**config.mk**
```make
export PLATFORM = sky130hd
export DESIGN_NAME = mux_rr_arbiter
export DESIGN_NICKNAME = d
export VERILOG_FILES = /design/src/rtl/mux_rr_arbiter_pkg.sv /design/src/rtl/mux_rr_arbiter_rr_pick.sv /design/src/rtl/mux_rr_arbiter.sv
export SDC_FILE = /design/constraint.sdc
export NUM_CORES = 1
export LEC_CHECK = 0
export BUFFER_PORTS_ARGS = -buffer_cell sky130_fd_sc_hd__buf_2
export CAP_MARGIN = 20
export CORE_MARGIN = 3
export CORE_UTILIZATION = 55
export DETAILED_ROUTE_END_ITERATION = 7
export PLACE_DENSITY = 0.86
export REMOVE_ABC_BUFFERS = 1
export SYNTH_ARGS = -nofsm -noshare
export SYNTH_HDL_FRONTEND = slang
export SYNTH_SLANG_ARGS = --single-unit
```
**constraint.sdc**
```tcl
create_clock -name clk -period 4.4 [get_ports clk]
set_input_delay 0.88 -clock clk [delete_from_list [all_inputs] [get_ports clk]]
set_output_delay 0.88 -clock clk [all_outputs]
set_load 0.005 [all_outputs]
```
**src/rtl/mux_rr_arbiter_pkg.sv**
```systemverilog
// Shared types and constants for the 8:1 mux round-robin arbiter.
package mux_rr_arbiter_pkg;

  localparam int unsigned N_REQ   = 8;
  localparam int unsigned SEL_W   = 3;
  localparam int unsigned CNT_W   = 4;
  localparam int unsigned GAP_W   = 3;

  localparam logic [SEL_W-1:0] RESET_PTR = 3'd7;

  typedef enum logic [1:0] {
    ST_IDLE  = 2'd0,
    ST_GRANT = 2'd1,
    ST_GAP   = 2'd2
  } state_t;

  function automatic logic [N_REQ-1:0] onehot(input logic [SEL_W-1:0] idx);
    onehot = N_REQ'(1) << idx;
  endfunction

endpackage

```
**src/rtl/mux_rr_arbiter_rr_pick.sv**
```systemverilog
// Rotating priority search: first set request after ptr, wrapping modulo 8.
module rr_pick
  import mux_rr_arbiter_pkg::*;
(
  input  logic [N_REQ-1:0] i_req,
  input  logic [SEL_W-1:0] i_ptr,
  output logic [SEL_W-1:0] o_idx_c,
  output logic             o_found_c
);

  logic [SEL_W-1:0] w_cand;

  // ptr itself is visited last so the previous owner has lowest priority
  always_comb begin
    o_idx_c   = '0;
    o_found_c = 1'b0;
    w_cand    = '0;
    for (int i = 1; i <= int'(N_REQ); i++) begin
      w_cand = i_ptr + SEL_W'(i);
      if (!o_found_c && i_req[w_cand]) begin
        o_idx_c   = w_cand;
        o_found_c = 1'b1;
      end
    end
  end

endmodule

```
**src/rtl/mux_rr_arbiter.sv**
```systemverilog
// Round-robin arbiter that grants one requester per burst and drives the 8:1 mux selects.
module mux_rr_arbiter
  import mux_rr_arbiter_pkg::*;
#(
  parameter int unsigned MAX_BURST  = 4,
  parameter int unsigned GAP_CYCLES = 1
) (
  input  logic             clk,
  input  logic             reset,
  input  logic [N_REQ-1:0] req,
  output logic [N_REQ-1:0] grant,
  output logic             sel2,
  output logic             sel1,
  output logic             sel0,
  output logic             busy
);

  state_t           r_state, w_state_nxt;
  logic [CNT_W-1:0] r_cnt, w_cnt_nxt;
  logic [GAP_W-1:0] r_gap, w_gap_nxt;
  logic [SEL_W-1:0] r_ptr, w_ptr_nxt;
  logic [SEL_W-1:0] r_sel, w_sel_nxt;
  logic [N_REQ-1:0] r_grant, w_grant_nxt;
  logic             r_busy, w_busy_nxt;
  logic [SEL_W-1:0] w_idx;
  logic             w_found;

  rr_pick u_pick (
    .i_req     (req),
    .i_ptr     (r_ptr),
    .o_idx_c   (w_idx),
    .o_found_c (w_found)
  );

  always_ff @(posedge clk or posedge reset) begin
    if (reset) begin
      r_state <= ST_IDLE;
      r_cnt   <= '0;
      r_gap   <= '0;
      r_ptr   <= RESET_PTR;
      r_sel   <= '0;
      r_grant <= '0;
      r_busy  <= 1'b0;
    end else begin
      r_state <= w_state_nxt;
      r_cnt   <= w_cnt_nxt;
      r_gap   <= w_gap_nxt;
      r_ptr   <= w_ptr_nxt;
      r_sel   <= w_sel_nxt;
      r_grant <= w_grant_nxt;
      r_busy  <= w_busy_nxt;
    end
  end

  // r_sel doubles as the current owner: it only moves on a new grant
  always_comb begin
    w_state_nxt = r_state;
    w_cnt_nxt   = r_cnt;
    w_gap_nxt   = r_gap;
    w_ptr_nxt   = r_ptr;
    w_sel_nxt   = r_sel;
    w_grant_nxt = r_grant;
    w_busy_nxt  = r_busy;
    case (r_state)
      ST_IDLE: begin
        if (w_found) begin
          w_grant_nxt = onehot(w_idx);
          w_sel_nxt   = w_idx;
          w_cnt_nxt   = CNT_W'(1);
          w_busy_nxt  = 1'b1;
          w_state_nxt = ST_GRANT;
        end
      end
      ST_GRANT: begin
        if (!req[r_sel] || (r_cnt == CNT_W'(MAX_BURST))) begin
          w_grant_nxt = '0;
          w_ptr_nxt   = r_sel;
          if (GAP_CYCLES > 0) begin
            w_gap_nxt   = GAP_W'(1);
            w_busy_nxt  = 1'b1;
            w_state_nxt = ST_GAP;
          end else begin
            w_busy_nxt  = 1'b0;
            w_state_nxt = ST_IDLE;
          end
        end else begin
          w_cnt_nxt = r_cnt + CNT_W'(1);
        end
      end
      ST_GAP: begin
        if (r_gap == GAP_W'(GAP_CYCLES)) begin
          w_busy_nxt  = 1'b0;
          w_state_nxt = ST_IDLE;
        end else begin
          w_gap_nxt = r_gap + GAP_W'(1);
        end
      end
      default: begin
        w_grant_nxt = '0;
        w_busy_nxt  = 1'b0;
        w_state_nxt = ST_IDLE;
      end
    endcase
  end

  assign grant = r_grant;
  assign sel2  = r_sel[2];
  assign sel1  = r_sel[1];
  assign sel0  = r_sel[0];
  assign busy  = r_busy;

  a_grant_onehot0: assert property (@(posedge clk) disable iff (reset) $onehot0(grant));
  a_grant_matches_sel: assert property (@(posedge clk) disable iff (reset)
    (grant != '0) |-> grant[{sel2, sel1, sel0}]);

endmodule

```
======== Word level (Yosys, flattened, before mapping) ========
Index checks and enable logic that the tools add are counted.
cells by class
  add/sub/neg operators ................... 9
  shifts and indexed selects .............. 1
  magnitude comparators ................... 9
  reductions and logical operators ........ 25
  bitwise gates (word level) .............. 1
  mux-type cells .......................... 51
  equal/unequal tests ..................... 9
operator list
  operator                                                     count
  less-than comparator 3 x 4 -> 1 bit (second input constant)  9
  2-to-1 mux 3 bit                                             10
  binary-select mux 1 bit (select 3 bit)                       9
  one-hot mux 8 bit (3 select lines)                           1
  2-to-1 mux 1 bit                                             20
  2-to-1 mux 8 bit                                             2
  adder 3 bit (second input constant)                          4
  AND reduction 3 bit                                          4
  zero test 1 bit                                              8
  2-to-1 mux 4 bit                                             2
  != test 2 bit (second input constant)                        4
  one-hot mux 4 bit (2 select lines)                           1
  left shift 1 x 3 -> 8 bit (first input constant)             1
  logical AND 1 bit                                            7
  adder 3 x 1 -> 3 bit (second input constant)                 2
  adder 3 x 2 -> 3 bit (second input constant)                 2
  2-to-1 mux 2 bit                                             3
  one-hot mux 2 bit (3 select lines)                           1
  one-hot mux 3 bit (2 select lines)                           1
  adder 4 x 1 -> 4 bit (second input constant)                 1
  == test 4 x 3 -> 1 bit (second input constant)               1
  AND reduction 2 bit                                          2
  nonzero test 2 bit                                           2
  == test 3 x 1 -> 1 bit (second input constant)               1
  other kinds (7)                                              7
storage, ports and cells
  output and inout port bits .............. 12
  bits in registers ....................... 24

======== Logic depth before layout (Yosys ltp) ========
Gate-level depths: netlist of run 1.
  depth in word-level cells ............... 28
  gate-level depth with buffers ........... 15
  mapped depth without buffers ............ 9

======== By module ========
From an unflattened synthesis of run 1, not the netlist that was laid out.
unflattened totals
  cell total of the unflattened synthesis .. 205
  area, all modules ....................... 2006.9 um2
by module, submodules not included
  module          sequential area each (um2)  times used  area each (um2)  cells an instance
  mux_rr_arbiter  604.3                       1           1221.2           112
  rr_pick         0.0                         1           785.8            93

======== Least setup slack after synthesis of run 1 ========
Ideal clock, no wire load.
  path kind ............................... reg2reg
  start point ............................. register r_ptr[0]
  end point ............................... register r_grant[0], in the netlist grant[0]
  buffers on the path ..................... 4
  period minus slack after synthesis ...... 3.788 ns
  library setup time ...................... 0.095 ns
  slack ................................... 0.612 ns
  arrival time ............................ 3.693 ns
  cell stages (with the launch flop) ...... 14
  data required time ...................... 4.305 ns
  path through ............................ dfstp_2 buf_6 clkbuf_1 clkbuf_1 inv_1 ha_1 buf_6 mux2_2 mux4_2 a31oi_4 and2_4 nand4_1 mux2_4 o31ai_1
between the ends
  longest elaborated chain between the ends .. 28
  elaborated cells between the ends (all ways) .. 58
RTL lines
  element                                 line                          RTL
  start: declaration                      mux_rr_arbiter.sv:21          logic [SEL_W-1:0] r_ptr, w_ptr_nxt;
  start signal: assignment                mux_rr_arbiter.sv:48          r_ptr <= w_ptr_nxt;
  adder 3 x 1 -> 3 bit                    mux_rr_arbiter_rr_pick.sv:19  w_cand = i_ptr + SEL_W'(i);
  binary-select mux 1 bit (select 3 bit)  mux_rr_arbiter_rr_pick.sv:20  if (!o_found_c && i_req[w_cand]) begin
  2-to-1 mux 1 bit (not written as such)  mux_rr_arbiter_rr_pick.sv:20
  2-to-1 mux 1 bit                        mux_rr_arbiter_rr_pick.sv:20
  zero test 1 bit                         mux_rr_arbiter_rr_pick.sv:20
  logical AND 1 bit                       mux_rr_arbiter_rr_pick.sv:20
  2-to-1 mux 1 bit                        mux_rr_arbiter_rr_pick.sv:20
  zero test 1 bit                         mux_rr_arbiter_rr_pick.sv:20
  [12 not listed]                         n/a
  logical AND 1 bit                       mux_rr_arbiter_rr_pick.sv:20
  2-to-1 mux 1 bit                        mux_rr_arbiter_rr_pick.sv:20
  zero test 1 bit                         mux_rr_arbiter_rr_pick.sv:20
  logical AND 1 bit                       mux_rr_arbiter_rr_pick.sv:20
  2-to-1 mux 3 bit                        mux_rr_arbiter_rr_pick.sv:20
  left shift 1 x 3 -> 8 bit               mux_rr_arbiter_pkg.sv:18      onehot = N_REQ'(1) << idx;
  2-to-1 mux 8 bit                        mux_rr_arbiter.sv:66          if (w_found) begin
  one-hot mux 8 bit (3 select lines)      mux_rr_arbiter.sv:64          case (r_state)
  end signal: assignment                  mux_rr_arbiter.sv:50          r_grant <= w_grant_nxt;
  end: declaration                        mux_rr_arbiter.sv:23          logic [N_REQ-1:0] r_grant, w_grant_nxt;
Parallel ways exist; a longest one is shown, timed or not. The select of a mux whose other input is x is not followed.
A chain may end at the register's enable or synchronous reset.

======== Final worst setup path of run 1 ========
  start point ............................. register r_ptr[1]
  end point ............................... register r_grant[2], in the netlist grant[2]
The elaborated chain is that of the path after synthesis.

==> impl_metrics.toml, run 1 <==
[drt]
drc = 0
firstDrtPassIters = 5
vias = 1999
wire_per_inst_um = 17.7
drt_iter0_drc = 133
postRouteWirelength_um = 5340
detail_route.vias_per_cell = 6.64
ant_nets = 0

[final_layout]
layout-drive-gt1-share_pct = 26.1
fin_util_pct = 65.1
fin_area_um2 = 2490
areaGrowthSynthToFinish_pct = 8.74
final_cell_mix = "dfrtp_1, buf_2, mux4_2, nand3_1"
layout.nets = 270
diodes = 0

[critical_path]
path_class = "reg -> reg"
r2r_end = "grant[2]"
critPathBufInv = 1
slowest_stage = "ha_1"
end_kind = "flip-flop"
crit_chain = "inv_1, ha_1, mux2_2, mux4_2, a31oi_4, and2_4, a32oi_1, or3_1, o31ai_1"
rr_worst_depth = 9
rrSetupSlack_ns = 0.82
worstPathRequired_ns = 4.56
timing.rr.start = "r_ptr[1]"
cp_top_family = "multiplexers"
slowest_delay_ns = 0.65
critPathMaxFanout = 14
arrival_ns = 3.73
start_kind = "flip-flop"

[clock_network]
cts_resized = 0
cts_inserted_buffers = 3
clock_sinks = 24
post_cts_buffers = 0
ctsHoldBuffers = 0
clk_pin_slew_ns = 0.08
clock_path_buffers = 2
tritoncts = "done"
h-tree-depth = 1
insertion_delay_ns = 0.26
cts-root-buf = "clkbuf_8"

[logic_synthesis]
ys_seq_area_share_pct = 26.4
yosys_warnings = 0
syn_inst = 233
syn_area_per_cell_um2 = 9.83
ys_async_sr_fraction_pct = 100
synth_flop_cell = "dfrtp_1"
synth_area_um2 = 2290
ys_types = 57
yosys_register_bits = 24
synth_edf_count = 0

[sta]
grt_setup_unrepaired = "no"
hold_ws_ns = 0.510
hold_violations = 0
fin_crit_sh_pct = 81.3
finalClockSkew_ns = 0.00369
setup_viol_count_final = 0
finalMaxSlewViolations = 0
setup_ws_ns = 0.822
tightest_slew_ns = 0.863
max_slew_margin_pct = 42.4
tns_ns = 0
fin_crit_ns = 3.58
fmax_mhz = 279

[run]
drv_cap = 0

[worst_hold_path]
hold_start = "grant[1]"
min_path_cells = 2
min_to = "grant[1]"
hp-class = "reg -> reg"

[placement]
hpwlAfterDp_um = 4100
routabilityCongestion = 0.937
dpl_worst_slack_ns = 0.837
dpl_cell_area_um2 = 2420
portBuffers = 21

[run_status]
status = "complete, no violations"

[global_routing]
groute.usage.overall_pct = 22.7
grt_pass1_wl_um = 9200
grt-ovfl-total = 0
grt_max_degree = 29
grt_pass1_vias = 1921
antenna_found_initial = 0

[pwr]
power.density_nw_per_um2 = 884
p_leak_nw = 1.05
peakVddDrop_v = 0.000401

[floorplan]
die_h_um = 70.5
coreArea_um2 = 3830
die_width_um = 70.5
io_pins = 22
die_area_um2 = 4970
rows = 22
initial_core_util_pct = 59.8
## registers in the layout, indices dropped and copies added, names as in the netlist
register  flops
grant         8
r_cnt         4
r_gap         3
r_ptr         3
r_sel         3
r_state       2
busy          1
## worst min-delay path, stage by stage (launching register included)
cell	delay, ns
dfrtp_1	0.35
nand3_1	0.07
o31ai_1	0.06
## cells in the mapped netlist (all sizes together) (5+ instances only)
library cell	instances	area (um^2)
mux2i	14	140
buf	7	66.3
o31ai	8	60.1
o21ai	13	65.1
nand2	15	56.3
nand3	17	90.1
mux2	10	116
nor2	15	56.3
mux4	16	360
dfrtp	21	526
a21oi	5	25.0
inv	15	56.3
ha	6	75.1
## per-layer routing
metal	GRT usage [%]	share of wire, %	up-vias
met2	38.9	49	82
met4	4.26	1.6	0
li1	-	-	934
met5	0	0	-
met1	31.1	42	969
met3	2.73	6.9	14
## kinds of logic (layout without fill, tap and decap cells)
family / after synthesis / after routing / synth area share [%]
fa+ha+maj: 6 / 6 / 3.28
xor+xnor: 6 / 6 / 2.62
mux: 40 / 40 / 26.9
buf+inv: 26 / 46 / 6.01
flops: 24 / 24 / 26.4
simple gates: 72 / 72 / 16.1
compound gates: 59 / 59 / 18.7
## worst max-delay path by stage
stage                  start  depth (start not counted)       end
floorplan           r_ptr[0]                          9  r_sel[2]
global placement    r_ptr[1]                          9  grant[3]
detailed placement  r_ptr[1]                          9  grant[5]
CTS                 r_ptr[1]                          9  grant[5]
global route        r_ptr[1]                          9  r_sel[2]
finish              r_ptr[1]                          9  grant[2]
## stage by stage
| stage | power, mW | std cells |
|---|---|---|
| after floorplan | 1.61 | 222 |
| after global placement | 1.96 | 297 |
| after detailed placement | 2.00 | 297 |
| after CTS | 2.19 | 301 |
| after global routing | 2.40 | 301 |
| final | 2.20 | 301 |
## final cells by class
type / count / area [um^2]
Multi-Input combinational cell: 183 / 1550
Fill cell: 303 / 1340
Sequential cell: 24 / 604
Timing Repair Buffer: 27 / 150
Tap cell: 48 / 60.1
Inverter: 15 / 56.3
Clock buffer: 3 / 41.3
Clock inverter: 1 / 30.0
## power by group
group          switching (mW)  internal (mW)  total, mW
Combinational           0.870          0.725       1.60
Sequential              0.108          0.308      0.416
Clock                  0.0677          0.122      0.189
Total                    1.05           1.15       2.20
No activity file was read; power rests on OpenSTA's default activity.
==> run 2, diff against run 1 <==
- CORE_UTILIZATION: 55 -> 54
- PLACE_DENSITY: 0.86 -> 0.88
- clock period: 4.4 -> 3.05 ns (I/O delays scaled with it)
==> run 2 against run 1 <==
  * The flow now finishes with violations (negative setup slack)
  * Critical path type unchanged
  * Clock skew grew 0.0048 ns
  * Worst setup slack got worse by 0.91 ns
  * Fmax is 14% higher
  * Die area grew 1.7%
  * Sequential cell count stayed put
  * Critical endpoint is now grant[0]
  * Design area is 13% higher
  * Routed wire length rose by 19%
  * Critical path depth is 2 higher
  * Largest cell class unchanged
  * Final cell count up 8.0%
  * Hold slack worse by 0.0021 ns
  * Core utilization is 4.2 points higher
  * Register-to-register slack got worse by 0.91 ns
==> impl_metrics.toml, run 2 (same netlist as run 1, synthesis figures left out) <==
[floorplan]
io_pins = 22
die_area_um2 = 5060
rows = 23
initial_core_util_pct = 56.4
die_width_um = 71.1
die_h_um = 71.1
coreArea_um2 = 4060

[critical_path]
end_kind = "flip-flop"
critPathMaxFanout = 8
slowest_stage = "dfstp_2"
start_kind = "flip-flop"
rr_worst_depth = 11
crit_chain = "inv_2, ha_4, buf_4, buf_4, mux4_2, mux2i_1, o21ai_0, o21ai_1, o211ai_1, a22o_1, o31ai_2"
timing.rr.start = "r_ptr[0]"
crit_top_cell = "buf_4"
slowest_delay_ns = 0.57
worstPathRequired_ns = 3.24
critPathBufInv = 3
rrSetupSlack_ns = -0.09
r2r_end = "grant[0]"
cp.depth = 11
path_class = "reg -> reg"
cp_top_family = "compound AO/OA/AOI/OAI gates"
arrival_ns = 3.33

[clock_network]
clock_sinks = 24
clk_pin_slew_ns = 0.09
clock_path_buffers = 2
insertion_delay_ns = 0.28
tritoncts = "done"
ctsHoldBuffers = 0
h-tree-depth = 1
cts-root-buf = "clkbuf_8"
cts_inserted_buffers = 3

[final_layout]
final_cell_mix = "buf_4, dfrtp_1, buf_2, mux4_2, nand3_1"
final_common_cell = "buf_4"
layout.nets = 292
largest_reg_flops = 8
layout-drive-gt1-share_pct = 39.6
seq_area_um2 = 604
diodes = 0
areaGrowthSynthToFinish_pct = 22.7
fillCellCount = 277
multiInputGateArea_um2 = 1690

[placement]
dpl_worst_slack_ns = -0.143
portBuffers = 21
hpwlAfterDp_um = 4140
routabilityCongestion = 0.979

[sta]
setup_ws_ns = -0.0881
fin_crit_ns = 3.14
finalClockSkew_ns = 0.00847
fmax_mhz = 319
fin_crit_sh_pct = 103
hold_violations = 0
grt_setup_unrepaired = "yes"
setup_viol_count_final = 11
max_slew_margin_pct = 40.4
finalMaxSlewViolations = 0
tightest_slew_ns = 0.894
hold_ws_ns = 0.508

[drt]
drt_iter0_drc = 226
vias = 2176
postRouteWirelength_um = 6370
detail_route.vias_per_cell = 6.70
drc = 0
wire_per_inst_um = 19.6
ant_nets = 0
firstDrtPassIters = 4

[run_status]
violations = "negative setup slack"
status = "finished with violations"

[worst_hold_path]
hp-class = "in -> async"

[global_routing]
antenna_found_initial = 0
groute.usage.overall_pct = 23.7
grt-ovfl-total = 0
grt_max_degree = 29
grt_pass1_vias = 2019
grt_pass1_wl_um = 9740

[run]
drv_cap = 0
run 2: cell count changes in the layout (fill, tap and decap cells not counted), sizes merged:
cell,delta
buf,+22
run 2: layout make-up:
type                            count  area share, %
Clock inverter                      1           1.07
Inverter                           15           2.00
Clock buffer                        3           1.47
Timing Repair Buffer               49           11.6
Sequential cell                    24           21.5
Multi-Input combinational cell    183           60.1
Tap cell                           50           2.23
run 2: per-stage QoR:
| step | util, % | area [um^2] | std cells | TNS [ns] |
|---|---|---|---|---|
| 2_1_floorplan | - | 2210 | 222 | -11.81 |
| 3_3_place_gp | 63.5 | 2580 | 318 | -0.0581 |
| 3_5_place_dp | 63.5 | 2580 | 318 | -0.826 |
| 4_1_cts | 66.1 | 2680 | 323 | -0.0399 |
| 5_1_grt | 69.2 | 2810 | 325 | -2.38 |
| 6_report | 69.2 | 2810 | 325 | -0.749 |
run 2: timing repair:
item / in CTS / in global routing
setup buffers: 2 / 2
pin swaps: 4 / 12
hold endpoints to repair: 0 / 0
gates resized for setup: 9 / 24
setup endpoints to repair: 10 / 14
run 2: how the worst max path moves through the flow:
stage,to,startpoint,slack (ns)
after floorplan,r_sel[2],r_ptr[0],-0.92
after global placement,grant[3],r_ptr[0],-0.02
after detailed placement,grant[5],r_ptr[1],-0.14
after CTS,grant[3],r_ptr[0],-0.02
after global routing,grant[2],r_ptr[0],-0.28
final,grant[0],r_ptr[0],-0.09
run 2: layer usage:
layer  GRT usage, %  part of all wire (%)  up-vias  wire length [um]
met5              0                     0        -                 0
met4           5.64                   2.9        0               183
met3           2.98                   6.2       20               398
met2           41.1                    51      117              3280
met1           31.5                    39     1066              2510
li1               -                     -      973                 -
run 2: worst register-to-register path, cell delays in order, from the launching register on:
cell      delay [ns]
dfstp_2         0.57
inv_2           0.05
ha_4            0.33
buf_4           0.14
buf_4           0.11
mux4_2          0.35
mux2i_1         0.26
o21ai_0         0.19
o21ai_1         0.28
o211ai_1        0.19
a22o_1          0.33
o31ai_2         0.27
Power of run 2 is left out: the tool's default activity adds up to more than one toggle a clock period on the data nets, which glitch-free logic cannot reach.
==> run 3, diff against run 2 <==
- CORE_ASPECT_RATIO: unset -> 0.75
- CORE_MARGIN: 3 -> unset
==> run 3 against run 2 <==
  * The run still ends with negative setup slack left
  * First-iteration DRC count is 3.1% lower
  * Sequential cell count unchanged
  * Die area fell by 11%
  * Design area increased by 1.8%
  * Hold slack lost 0.0054 ns
  * Worst setup slack improved by 0.037 ns
  * Core utilization increased by 1.3 points
  * Via count down 1.4%
  * Global-route usage up 4.8 points
  * Routed wire length fell by 2.0%
  * Largest cell class unchanged
  * Highest routed layer unchanged
==> impl_metrics.toml, run 3 (same netlist as run 1, synthesis figures left out) <==
[global_routing]
grt_pass1_vias = 2000
grt-ovfl-total = 0
grt_max_degree = 29
antenna_found_initial = 0
grt_pass1_wl_um = 9960
groute.usage.overall_pct = 28.4

[placement]
hpwlAfterDp_um = 4460
portBuffers = 21
routabilityCongestion = 0.917
dpl_cell_area_um2 = 2610

[run_status]
status = "finished with violations"
violations = "negative setup slack"

[sta]
finalClockSkew_ns = 0.000824
tightest_slew_ns = 0.853
hold_violations = 0
fmax_mhz = 322
setup_viol_count_final = 7
fin_crit_sh_pct = 102
setup_ws_ns = -0.0515
fin_crit_ns = 3.10
finalMaxSlewViolations = 0
max_slew_margin_pct = 43.1
grt_setup_unrepaired = "yes"

[drt]
drc = 0
drt_iter0_drc = 219
firstDrtPassIters = 5
wire_per_inst_um = 18.8
ant_nets = 0
vias = 2146
postRouteWirelength_um = 6250
detail_route.vias_per_cell = 6.44

[critical_path]
critPathMaxFanout = 7
rrSetupSlack_ns = -0.05
end_kind = "flip-flop"
r2r_end = "grant[2]"
slowest_stage = "dfstp_2"
cp_top_family = "multiplexers"
crit_start = "r_ptr[0]"
crit_end = "grant[2]"
cp.depth = 9
rr_worst_depth = 9
start_kind = "flip-flop"
crit_chain = "inv_2, ha_4, mux2_4, mux4_2, a31oi_4, and2_4, a32oi_2, or3_4, o31ai_4"
worstPathRequired_ns = 3.24
critPathBufInv = 1
timing.rr.start = "r_ptr[0]"
path_class = "reg -> reg"
arrival_ns = 3.29
slowest_delay_ns = 0.56

[clock_network]
tritoncts = "done"
cts-root-buf = "clkbuf_8"
clock_path_buffers = 2
h-tree-depth = 1
cts_inserted_buffers = 3
clk_pin_slew_ns = 0.08
ctsHoldBuffers = 0
insertion_delay_ns = 0.27
clock_sinks = 24

[final_layout]
largest_reg_flops = 8
areaGrowthSynthToFinish_pct = 24.9
final_common_cell = "buf_4"
layout-drive-gt1-share_pct = 41.7
fin_util_pct = 70.5
layout.nets = 295
final_cell_mix = "buf_4, dfrtp_1, buf_2, mux4_2, nand3_1"
fin_area_um2 = 2860
diodes = 0

[floorplan]
die_h_um = 58.4
io_pins = 22
coreArea_um2 = 4050
die_area_um2 = 4510
rows = 20
die_width_um = 77.2
initial_core_util_pct = 56.5

[worst_hold_path]
hp-class = "in -> async"

[run]
drv_cap = 0
-- run 3: cell types whose count changed in the layout (fill, tap and decap cells not counted), sizes merged --
cell / before / now
clkbuf: 3 / 4
bufinv: 1 / 0
buf: 49 / 52
-- run 3: layout make-up --
cell class | instances | area [um^2]
multi-input cells | 183 | 1720
fillers | 293 | 1190
flip-flops and latches | 24 | 604
repair buffers | 52 | 357
well taps | 55 | 68.8
inverters | 15 | 56.3
clock buffers | 4 | 55.1
-- run 3: worst register-to-register path: stages (launching register included) --
cell and delay (ns):
dfstp_2 0.56, inv_2 0.06, ha_4 0.34, mux2_4 0.33
mux4_2 0.52, a31oi_4 0.26, and2_4 0.21, a32oi_2 0.12
or3_4 0.41, o31ai_4 0.23
-- run 3: metrics by stage --
step	cells	setup WS, ns	setup TNS [ns]	hold WS [ns]
3_5_place_dp	328	-0.201	-1.90	0.490
6_report	333	-0.0515	-0.178	0.503
2_1_floorplan	222	-0.921	-11.81	0.473
4_1_cts	333	0.00720	0	0.509
5_1_grt	333	-0.0978	-0.761	0.547
3_3_place_gp	328	-0.0886	-0.896	0.486
-- run 3: timing repair --
action | CTS | global route
pin swaps | 7 | 12
setup buffers | 1 | 0
endpoints found under the setup margin | 15 | 15
gates resized for setup | 23 | 23
-- run 3: worst min-delay path by stage --
stage,endpoint,depth (start not counted)
final,grant[5],2
after global placement,grant[5],2
after floorplan,r_gap[0],1
after CTS,grant[1],2
after detailed placement,grant[1],2
after global routing,grant[1],2
-- run 3: layer usage --
metal,vias up,track usage (%),part of all wire (%)
li1,982,-,-
met1,1038,39.5,44
met2,107,45.5,46
met3,19,7.29,8.1
met4,0,5.66,2.1
met5,-,0,0
Power of run 3 is left out for the same reason.
